<file path="config.mk">
export PLATFORM = sky130hd
export DESIGN_NAME = trace_buffer
export DESIGN_NICKNAME = d
export VERILOG_FILES = /design/src/rtl/cpu_trace_pkg.sv /design/src/rtl/trace_mem.sv /design/src/rtl/trace_buffer.sv
export SDC_FILE = /design/constraint.sdc
export NUM_CORES = 1
export LEC_CHECK = 0
export CAP_MARGIN = 15
export CORE_AREA = 4 4 236 238
export DETAILED_ROUTE_END_ITERATION = 10
export DIE_AREA = 0 0 240 242
export SETUP_SLACK_MARGIN = 0.05
export SKIP_LAST_GASP = 1
export SLEW_MARGIN = 20
export SYNTH_ARGS = -nofsm -noshare
export SYNTH_HDL_FRONTEND = slang
export SYNTH_SLANG_ARGS = --single-unit
</file>
<file path="constraint.sdc">
create_clock -name clk -period 4.2 [get_ports clk]
set_clock_uncertainty 0.05 [all_clocks]
set_input_delay 0.42 -clock clk [delete_from_list [all_inputs] [get_ports clk]]
set_output_delay 0.42 -clock clk [all_outputs]
set_load 0.02 [all_outputs]
</file>
<file path="src/rtl/cpu_trace_pkg.sv">
// Shared definitions for the CPU trace buffer: state encoding and the
// bit layout of one captured entry {pc_addr, opcode, ir_addr, data}.
package cpu_trace_pkg;

  // Capture state encoding (matches the 2-bit state output)
  localparam logic [1:0] ST_IDLE  = 2'd0;
  localparam logic [1:0] ST_ARMED = 2'd1;
  localparam logic [1:0] ST_POST  = 2'd2;
  localparam logic [1:0] ST_DONE  = 2'd3;

  // Total width of one trace entry
  function automatic int entry_width(input int addr_w, input int op_w, input int data_w);
    return 2 * addr_w + op_w + data_w;
  endfunction

  // Field LSB offsets; data sits in the LSBs, pc_addr in the MSBs
  function automatic int data_lsb();
    return 0;
  endfunction

  function automatic int ir_lsb(input int data_w);
    return data_w;
  endfunction

  function automatic int op_lsb(input int addr_w, input int data_w);
    return data_w + addr_w;
  endfunction

  function automatic int pc_lsb(input int addr_w, input int op_w, input int data_w);
    return data_w + addr_w + op_w;
  endfunction

endpackage

</file>
<file path="src/rtl/trace_mem.sv">
// Trace storage: DEPTH x WIDTH register file, one synchronous write port
// and one asynchronous read port. Contents are not reset; validity is
// tracked by the owner through its pointer and count.
module trace_mem #(
  parameter int DEPTH = 16,
  parameter int WIDTH = 37,
  parameter int AW    = $clog2(DEPTH)
) (
  input  logic             clk,
  input  logic             we,
  input  logic [AW-1:0]    waddr,
  input  logic [WIDTH-1:0] wdata,
  input  logic [AW-1:0]    raddr,
  output logic [WIDTH-1:0] rdata
);

  logic [WIDTH-1:0] mem_q [DEPTH];

  // Write one entry on a capture
  always_ff @(posedge clk) begin
    if (we) begin
      mem_q[waddr] <= wdata;
    end
  end

  assign rdata = mem_q[raddr];

endmodule

</file>
<file path="src/rtl/trace_buffer.sv">
// CPU instruction trace buffer: records one entry per fetch rising edge
// while armed, fires on a halt edge or opcode match, keeps POST_N more
// captures, then presents the ring oldest-first for readout.
module trace_buffer
  import cpu_trace_pkg::*;
#(
  parameter int ADDR_W = 13,
  parameter int DATA_W = 8,
  parameter int OP_W   = 3,
  parameter int DEPTH  = 16,
  parameter int POST_N = 4
) (
  input  logic                            clk,
  input  logic                            reset,
  input  logic                            arm,
  input  logic                            trig_op_en,
  input  logic [OP_W-1:0]                 trig_op,
  input  logic                            fetch,
  input  logic [ADDR_W-1:0]               pc_addr,
  input  logic [ADDR_W-1:0]               ir_addr,
  input  logic [OP_W-1:0]                 opcode,
  input  logic [DATA_W-1:0]               data,
  input  logic                            halt,
  input  logic                            rd_ready,
  output logic                            rd_valid,
  output logic [2*ADDR_W+OP_W+DATA_W-1:0] rd_entry,
  output logic [$clog2(DEPTH):0]          count,
  output logic                            overflow,
  output logic [1:0]                      state
);

  localparam int PTR_W   = $clog2(DEPTH);
  localparam int CNT_W   = PTR_W + 1;
  localparam int ENTRY_W = entry_width(ADDR_W, OP_W, DATA_W);
  localparam int PC_LSB  = pc_lsb(ADDR_W, OP_W, DATA_W);
  localparam int OP_LSB  = op_lsb(ADDR_W, DATA_W);
  localparam int IR_LSB  = ir_lsb(DATA_W);
  localparam int DT_LSB  = data_lsb();

  localparam logic [CNT_W-1:0] DEPTH_C = CNT_W'(DEPTH);
  localparam logic [CNT_W-1:0] POST_C  = CNT_W'(POST_N);

  logic [1:0]       state_q, state_d;
  logic [PTR_W-1:0] wr_ptr_q, wr_ptr_d;
  logic [CNT_W-1:0] count_q, count_d;
  logic             overflow_q, overflow_d;
  logic [CNT_W-1:0] post_q, post_d;
  logic             fetch_q, fetch_d;
  logic             halt_q, halt_d;

  logic               capture_s;
  logic               op_hit_s;
  logic               halt_rise_s;
  logic               rd_valid_s;
  logic               mem_we_s;
  logic [PTR_W-1:0]   rd_addr_s;
  logic [ENTRY_W-1:0] wdata_s;

  // Pack the current input samples into one entry word
  always_comb begin
    wdata_s = '0;
    wdata_s[PC_LSB +: ADDR_W] = pc_addr;
    wdata_s[OP_LSB +: OP_W]   = opcode;
    wdata_s[IR_LSB +: ADDR_W] = ir_addr;
    wdata_s[DT_LSB +: DATA_W] = data;
  end

  // Next-state logic: arm clears everything; otherwise capture, trigger and pop
  always_comb begin
    state_d    = state_q;
    wr_ptr_d   = wr_ptr_q;
    count_d    = count_q;
    overflow_d = overflow_q;
    post_d     = post_q;
    fetch_d    = fetch;
    halt_d     = halt;
    mem_we_s   = 1'b0;

    halt_rise_s = halt & ~halt_q;
    capture_s   = fetch & ~fetch_q & ((state_q == ST_ARMED) || (state_q == ST_POST));
    op_hit_s    = trig_op_en & (opcode == trig_op);
    rd_valid_s  = (state_q == ST_DONE) && (count_q != '0);
    rd_addr_s   = wr_ptr_q - count_q[PTR_W-1:0];

    if (arm) begin
      state_d    = ST_ARMED;
      wr_ptr_d   = '0;
      count_d    = '0;
      overflow_d = 1'b0;
      post_d     = '0;
    end else begin
      // A capture at full depth overwrites the oldest entry and keeps count
      if (capture_s) begin
        mem_we_s = 1'b1;
        wr_ptr_d = wr_ptr_q + PTR_W'(1);
        if (count_q == DEPTH_C) begin
          overflow_d = 1'b1;
        end else begin
          count_d = count_q + CNT_W'(1);
        end
      end else begin
        mem_we_s = 1'b0;
      end

      case (state_q)
        ST_ARMED: begin
          // Trigger-cycle capture is kept and does not consume a post slot
          if (halt_rise_s || (capture_s && op_hit_s)) begin
            post_d  = POST_C;
            state_d = (POST_N == 0) ? ST_DONE : ST_POST;
          end else begin
            state_d = ST_ARMED;
          end
        end
        ST_POST: begin
          if (capture_s) begin
            post_d  = post_q - CNT_W'(1);
            state_d = (post_q == CNT_W'(1)) ? ST_DONE : ST_POST;
          end else begin
            state_d = ST_POST;
          end
        end
        ST_DONE: begin
          if (rd_valid_s && rd_ready) begin
            count_d = count_q - CNT_W'(1);
          end else begin
            count_d = count_q;
          end
        end
        default: begin
          state_d = state_q;
        end
      endcase
    end
  end

  // State registers with asynchronous reset
  always_ff @(posedge clk or posedge reset) begin
    if (reset) begin
      state_q    <= ST_IDLE;
      wr_ptr_q   <= '0;
      count_q    <= '0;
      overflow_q <= 1'b0;
      post_q     <= '0;
      fetch_q    <= 1'b0;
      halt_q     <= 1'b0;
    end else begin
      state_q    <= state_d;
      wr_ptr_q   <= wr_ptr_d;
      count_q    <= count_d;
      overflow_q <= overflow_d;
      post_q     <= post_d;
      fetch_q    <= fetch_d;
      halt_q     <= halt_d;
    end
  end

  trace_mem #(
    .DEPTH (DEPTH),
    .WIDTH (ENTRY_W),
    .AW    (PTR_W)
  ) u_mem (
    .clk   (clk),
    .we    (mem_we_s),
    .waddr (wr_ptr_q),
    .wdata (wdata_s),
    .raddr (rd_addr_s),
    .rdata (rd_entry)
  );

  assign rd_valid = rd_valid_s;
  assign count    = count_q;
  assign overflow = overflow_q;
  assign state    = state_q;

endmodule

</file>
# Word level (Yosys, flattened, before mapping)
# Memory sizes are Yosys's and may differ from the RTL's.
# Index checks and enable logic that the tools add are counted.
# op_classes
add_sub_neg	5
bitwise_logic	6
muxes	23
eq_ne	10
n_reduce_logical	13
# ops
op	count
$mux 5	8
$pmux 5 s2	1
$sub 5x1->5 const B	2
$mux 1	9
$mux 4	2
$ne 3x2->1 const B	2
$ne 3x3->1 const B	2
$reduce_and 3->1	2
$reduce_bool 3->1	2
$add 5x1->5 const B	1
$eq 5x1->1 const B	1
$eq 5x5->1 const B	1
$reduce_bool 5->1	1
$add 4x1->4 const B	1
$and 1x1->1	4
$eq 2x2->1 const B	2
$mux 2	2
$pmux 2 s2	1
$reduce_bool 2->1	2
$sub 4x4->4	1
$eq 3x3->1	1
$logic_and 1x1->1	3
$eq 2x1->1 const B	1
$logic_or 1x1->1	2
other kinds (2)	3
# totals
reg_bits	19
n_memories	1
elab_cells	65
ramBits	592
# mem_list
memory	depth	word_bits	read_ports	rd_ports_with_merged_regs	write_ports	line_no	rtl
u_mem.mem_q	16	37	1	0	1	trace_mem.sv:17	logic [WIDTH-1:0] mem_q [DEPTH];

# Logic depth before layout (Yosys ltp)
# Gate-level depths: netlist (run 1).
# logic_depth
word_depth	8
depth_mapped	9

# Modules after synthesis
# A second synthesis (run 1) with hierarchy kept.
# unflattened
cells_unflattened	1067
area_unflattened_um2	23508.8
# by_module_without_submodules
module	seq_area_each_um2	instances	area_each_um2	cells_each
trace_mem	17777.0	1	22201.3	926
trace_buffer	475.5	1	1307.5	141

# Worst setup path after synthesis (run 1)
# No wires, ideal clock.
# synth_timing
path_type	reg-to-reg
startpoint	register state_q[0], in the netlist state[0]
endpoint	memory u_mem.mem_q[15][0], enable pin
t_arrival_ps	3027
n_path_buf	1
setup_ps	431
setup_slack_ps	692
path_stages_with_launch	7
synth_period_minus_slack_ps	3508
path_cell_list	dfrtp_1 -> inv_1 -> ha_1 -> nor3b_2 -> buf_2 -> nand2_1 -> nor2_1
# synth_between
elab_chain_cells	7
word_cells_on_any_way	8
classes_between	eq/ne (2); mux (4); bitwise (1); reduce/logical (1)
# synth_lines
element	line_no	rtl
start, declared	trace_buffer.sv:43	logic [1:0] state_q, state_d;
start signal, assigned	trace_buffer.sv:148	state_q <= state_d;
$eq 2x1->1 / $eq 2x2->1 (equally long branches)	trace_buffer.sv:80	capture_s = fetch & ~fetch_q & ((state_q == ST_ARMED) || (state_q == ST_POST));
$logic_or 1x1->1 *	trace_buffer.sv:80	
$and 1x1->1 *	trace_buffer.sv:80	
$mux 1 *	trace_buffer.sv:93	if (capture_s) begin
$mux 1 *	trace_buffer.sv:85	if (arm) begin
$mux 1 *	trace_mem.sv:21	if (we) begin
$mux 1 (implied by the code) *	trace_mem.sv:22	mem_q[waddr] <= wdata;
end, declared	trace_mem.sv:17	
# Every way passes the cells marked *; elsewhere a longest branch is shown, timed or not.

# Worst setup path in the final report (run 1)
# layout_timing
startpoint	register wr_ptr_q[0]
endpoint	output port rd_entry[19]
# layout_between
elab_chain_cells	2
# layout_lines
element	line_no	rtl
start, declared	trace_buffer.sv:44	logic [PTR_W-1:0] wr_ptr_q, wr_ptr_d;
start signal, assigned	trace_buffer.sv:149	wr_ptr_q <= wr_ptr_d;
$sub 4x4->4	trace_buffer.sv:83	rd_addr_s = wr_ptr_q - count_q[PTR_W-1:0];
$mem_v2 16x37	-	
end, declared	trace_buffer.sv:26	output logic [2*ADDR_W+OP_W+DATA_W-1:0] rd_entry,
# Every way passes these cells.

==> results of run 1 <==
## power by group
group / switching [mW] / total (mW) / internal (mW)
registers: 0.0505 / 6.81 / 6.76
logic: 4.24 / 8.44 / 4.21
clock network: 2.18 / 4.95 / 2.77
total: 6.46 / 20.2 / 13.7
## cells in the mapped netlist (all sizes together)
cell type,n
fa,2
nor2,34
buf,41
and2,1
nand3,2
mux2i,114
nand4,1
nand2,12
mux4,148
xnor2,7
xor2,6
clkbuf,7
ha,15
o31ai,1
o2111ai,1
nor3,1
edfxtp,592
or4,4
a211o,1
inv,16
dfrtp,19
nand4bb,1
or3,3
a211oi,1
a31oi,2
nand2b,3
o22ai,1
nor4,1
a21o,2
nand3b,1
o21ai,5
nor2b,1
a21oi,11
o22a,1
nor3b,1
## sequential cells by signal, summed over array words and instances (netlist names)
signal and count:
count 5, fetch_q 1, halt_q 1, overflow 1, post_q 5, state 2
u_mem.mem_q 592, wr_ptr_q 4
## critical path, delay by kind of cell, from the launching register on
kind | cells | cell delay, ps
mux | 3 | 540
fa+ha+maj | 2 | 980
flops | 1 | 390
buf+inv | 6 | 1000
## worst paths after layout
kind | startpoint | end | slack (ps) | depth (start not counted)
setup reg to reg | state[0] | u_mem.mem_q[3][27] | 1360 | 7
min in group clk | halt | halt_q | 240 | 1
setup / recovery | wr_ptr_q[0] | rd_entry[19] | 200 | 11
hold / removal | reset | state[0] | 200 | 2
hold reg to reg | overflow | overflow | 470 | 2
max in group asynchronous | reset | count[0] | 3360 | 2
## metrics by stage
step	hold WS [ps]	setup slack, ps	util
finish	204	204	0.526
global route	215	58.5	0.526
CTS	204	51.5	0.526
detailed placement	451	381	0.488
global placement	444	393	0.488
floorplan	321	692	-
## kinds of logic (layout without fill, tap and decap cells)
logic type      Yosys count  count (layout)
compound gates           26              26
xor+xnor                 13              13
fa+ha+maj                17              17
buf+inv                  64             284
flops                   611             611
mux                     262             262
simple gates             66              66
## routing by layer
metal,GRT usage,part of all wire
met3,0.0381,0.058
met4,0.0312,0.013
met1,0.255,0.44
met5,0,0.00039
met2,0.287,0.49
## area by class of cell
cell class	instances	area, µm²	area share
Inverter	16	60.1	0.00213
Clock buffer	75	1580	0.0560
Clock inverter	36	220	0.00781
Multi-Input combinational cell	384	5480	0.194
Tap cell	696	871	0.0309
Timing Repair Buffer	157	1750	0.0619
Sequential cell	611	18300	0.647
## timing repair
item                                    CTS  global route
buffers inserted                          7             3
endpoints found under the setup margin   36            11
endpoints found under the hold margin     0             0
gates resized for setup                  66             6
pin swaps                                 1             1
gates cloned                              4             0
==> qor.txt, run 1 <==
Outcome = completed
Dpl cell area = 0.0262 mm²
First-pass GRT wire length = 76.2 mm
Critical Path Start Type = flop
Total of max-cap violations = 0
Area Growth Syn to Fin = 18.2%
Worst-margin pin slew = 798 ps
Row cnt = 85
Highest-delay cell along the critical path = fa_4
RSZ-0062 raised after global routing = no
Critical path class = reg2out
Sink Count = 611
Final Hold Viols = 0
Leakage Power = 9.54 nW
Synth Area in XOR/XNOR = 0.00509
Most frequent cells in the layout = edfxtp_1, mux4_2, mux2i_1
RD Place Congestion = 0.730
Sequential area share after synthesis = 0.765
Placed cells = 1850
Worst endpoint data arrival time = 3530 ps
Time the worst path needs with I/O delays and setup = 4000 ps
Post-Synth Adder-Cell Area = 0.00954
Mapped Nets = 1123
CTS clk-pin slew, worst paths = 60 ps
Non-Filler Instances = 1975
H-tree depth = 2
Crit-path max FO = 13
Leading cell type in the layout, fill and taps excluded = edfxtp_1
I/O pins = 93
Number of global-route vias before repair = 11600
Yosys top cell by area = edfxtp_1
Synth Register Bits = 611
CTS Buf Count = 61
CTS tree = yes
Gate Count Post-Synth = 1059
Clock Latency Late Sink = 600 ps
Synth top area cells = edfxtp_1, mux4_2, mux2i_1, dfrtp_1, ha_1
Antenna Violating Nets Remaining = 0
Worst path cell trace = inv_2 -> ha_4 -> inv_1 -> fa_4 -> buf_12 -> buf_12 -> bufbuf_16 -> mux4_2 -> mux2i_1 -> mux2i_1 -> dlygate4sd2_1
CP max stage delay = 860 ps
Number of fill cells = 4205
Detail Placement HPWL = 26.9 mm
Pin count of the biggest net entering global routing = 38
Wirelength per Cell = 25.9 µm
Multiplexer share of the synthesized area = 0.187
Layout cell share with drive strength beyond 1 = 0.254
Post-Synthesis Cell Area = 0.0239 mm²
Fin crit share = 0.951
Simple-gate area share of the yosys netlist = 0.0135
# port buffers = 92
Worst Setup End Kind = output pin
Total Wirelength = 51.1 mm
Clock buffer depth = 3
Max-slew violation count = 0
Initial Utilization = 0.445
Vias per cell = 5.55
Final Cell Area = 0.0282 mm²
NumNets Final = 1295
Tot GR Track Use = 0.178
Via count = 11000
Die width = 240 µm
DRT iter0 DRCs = 910
Hold Path Class = in2async
Setup TNS Final = 0 ps
Setup-failing EPs final = 0
Synth Area in Compound Gates = 0.00655
Die area = 0.0581 mm²
Core area = 0.0536 mm²
Initial antenna violation count = 2
Yosys warns = 0
Drt first pass iters = 5
Largest family of logic cells by synthesized area = multiplexers
Grt ovf = 0
DRC = 0
Rel. slew slack = 0.468
N_diodes = 0
Root Driver = clkbuf_16
Die height = 242 µm
Cts-stage hold buffer count = 0
Syn Area/Cell = 22.5 µm²
Maximum vdd drop = 0.583 mV
Yosys cell types = 40
PD cells = 716 mW/mm²
Synth top area share = 0.745
Worst endpoint required time = 3730 ps
Fmax achieved = 0.250 GHz
Total Power = 20.2 mW
(Power assumes the default switching activity.)
==> inputs of run 2 (changes only) <==
--- a/config.mk
+++ b/config.mk
@@ -5,7 +5,7 @@
 export SDC_FILE = /design/constraint.sdc
 export NUM_CORES = 1
 export LEC_CHECK = 0
-export CAP_MARGIN = 15
+export CAP_MARGIN = 20
 export CORE_AREA = 4 4 236 238
 export DETAILED_ROUTE_END_ITERATION = 10
 export DIE_AREA = 0 0 240 242
==> results of run 2 <==
No change in the layout: final DEF, timing and power equal those of run 1.
==> RTL edit (settings of run 2) <==
`DATA_W`: 8 -> 12.
--- a/src/rtl/trace_buffer.sv
+++ b/src/rtl/trace_buffer.sv
@@ -6,5 +6,5 @@
 #(
   parameter int ADDR_W = 13,
-  parameter int DATA_W = 8,
+  parameter int DATA_W = 12,
   parameter int OP_W   = 3,
   parameter int DEPTH  = 16,
Ports: changed (resized data and rd_entry); port bits go from 93 to 101. No check against the original RTL was run, so the function may have changed too.
==> RTL edit against run 2 <==
Setup slack got worse by 130 ps. Via count rose by 14%. Wire length increased by 9.9%. Clock power is 14% higher. Design area increased by 9.1%. Total power grew 9.9%. Sequential share of layout area grew 0.84 points. Register-to-register slack worse by 360 ps. Sequential cell count rose by 64. Synthesized area up 9.9%. Sequential power up 10%. Hold slack better by 18 ps. Largest cell class unchanged. Highest routed layer is now met4.
==> RTL edit: results <==
[status]
outcome = finished, final reports clean

[global_routing]
met2_usage = 0.306
grt_max_degree = 76
use_met3 = 0.0323
grt_usage = 0.197
gr-usage-met1 = 0.298

[power_and_ir_drop]
ir_worst_vdd_mv = 0.733
leakage_nw = 9.83
p_switching_w = 0.00731
powerSeq_w = 0.00752

[logic_synthesis]
synth_mux_area_frac = 0.158
synth_compound_area_frac = 0.0189
synth_edf_count = 656
synthAdderAreaFrac = 0.00869
ys_types = 44
yosysSeqAreaShare = 0.769
ys_top_cells_by_count = edfxtp_1 (656), mux4_2 (164), nand3_1 (83)

[critical_path]
endpoint = rd_entry[37]
reg2reg_depth = 6
arrival_ps = 3660
r2r_slack_ps = 1000
worstReg2RegEnd = u_mem.mem_q[3][9]

[place]
gp_congestion = 0.742
place_area_sq_mm = 0.0286
dp_hpwl_microns = 29000

[final_layout]
nNetsFinal = 1432
design_area_sq_mm = 0.0308
fillers = 3972
drive_above_1_share = 0.236
largest_reg_flops = 656

[route]
wl_met1_microns = 25000
vias = 12500
met2WireLength_microns = 27400
routed_wl_microns = 56200
drt_iter0_markers = 1008
wl_met3_microns = 2980

[cts]
cts_buffers = 70
post_cts_buffers = 3
cts.repair.resized = 28

[timing]
tightestPinTransition_ps = 815
==> RTL edit: layout make-up <==
type	count	area share
sequential	675	0.656
multi-input combinational	450	0.190
clock buffer	88	0.0612
timing repair buffer	151	0.0572
tap	696	0.0283
clock inverter	32	0.00606
inverter	16	0.00195
antenna	1	0.0000813
==> RTL edit: stage by stage <==
stage          worst slack, ps  TNS [ps]  power (W)
6_report                  73.2         0     0.0222
4_1_cts                   -165     -1500     0.0226
3_5_place_dp               410         0     0.0170
5_1_grt                  -24.5     -41.4     0.0233
2_1_floorplan              232         0     0.0135
3_3_place_gp               428         0     0.0169
==> RTL edit: critical path: cells and delay by family (launching register included) <==
family / cells / cell delay (ps)
multiplexers: 2 / 570
buffers and inverters: 4 / 970
AO/OA/AOI/OAI: 1 / 120
flip-flops: 1 / 440
adder cells (fa/ha/maj): 2 / 950
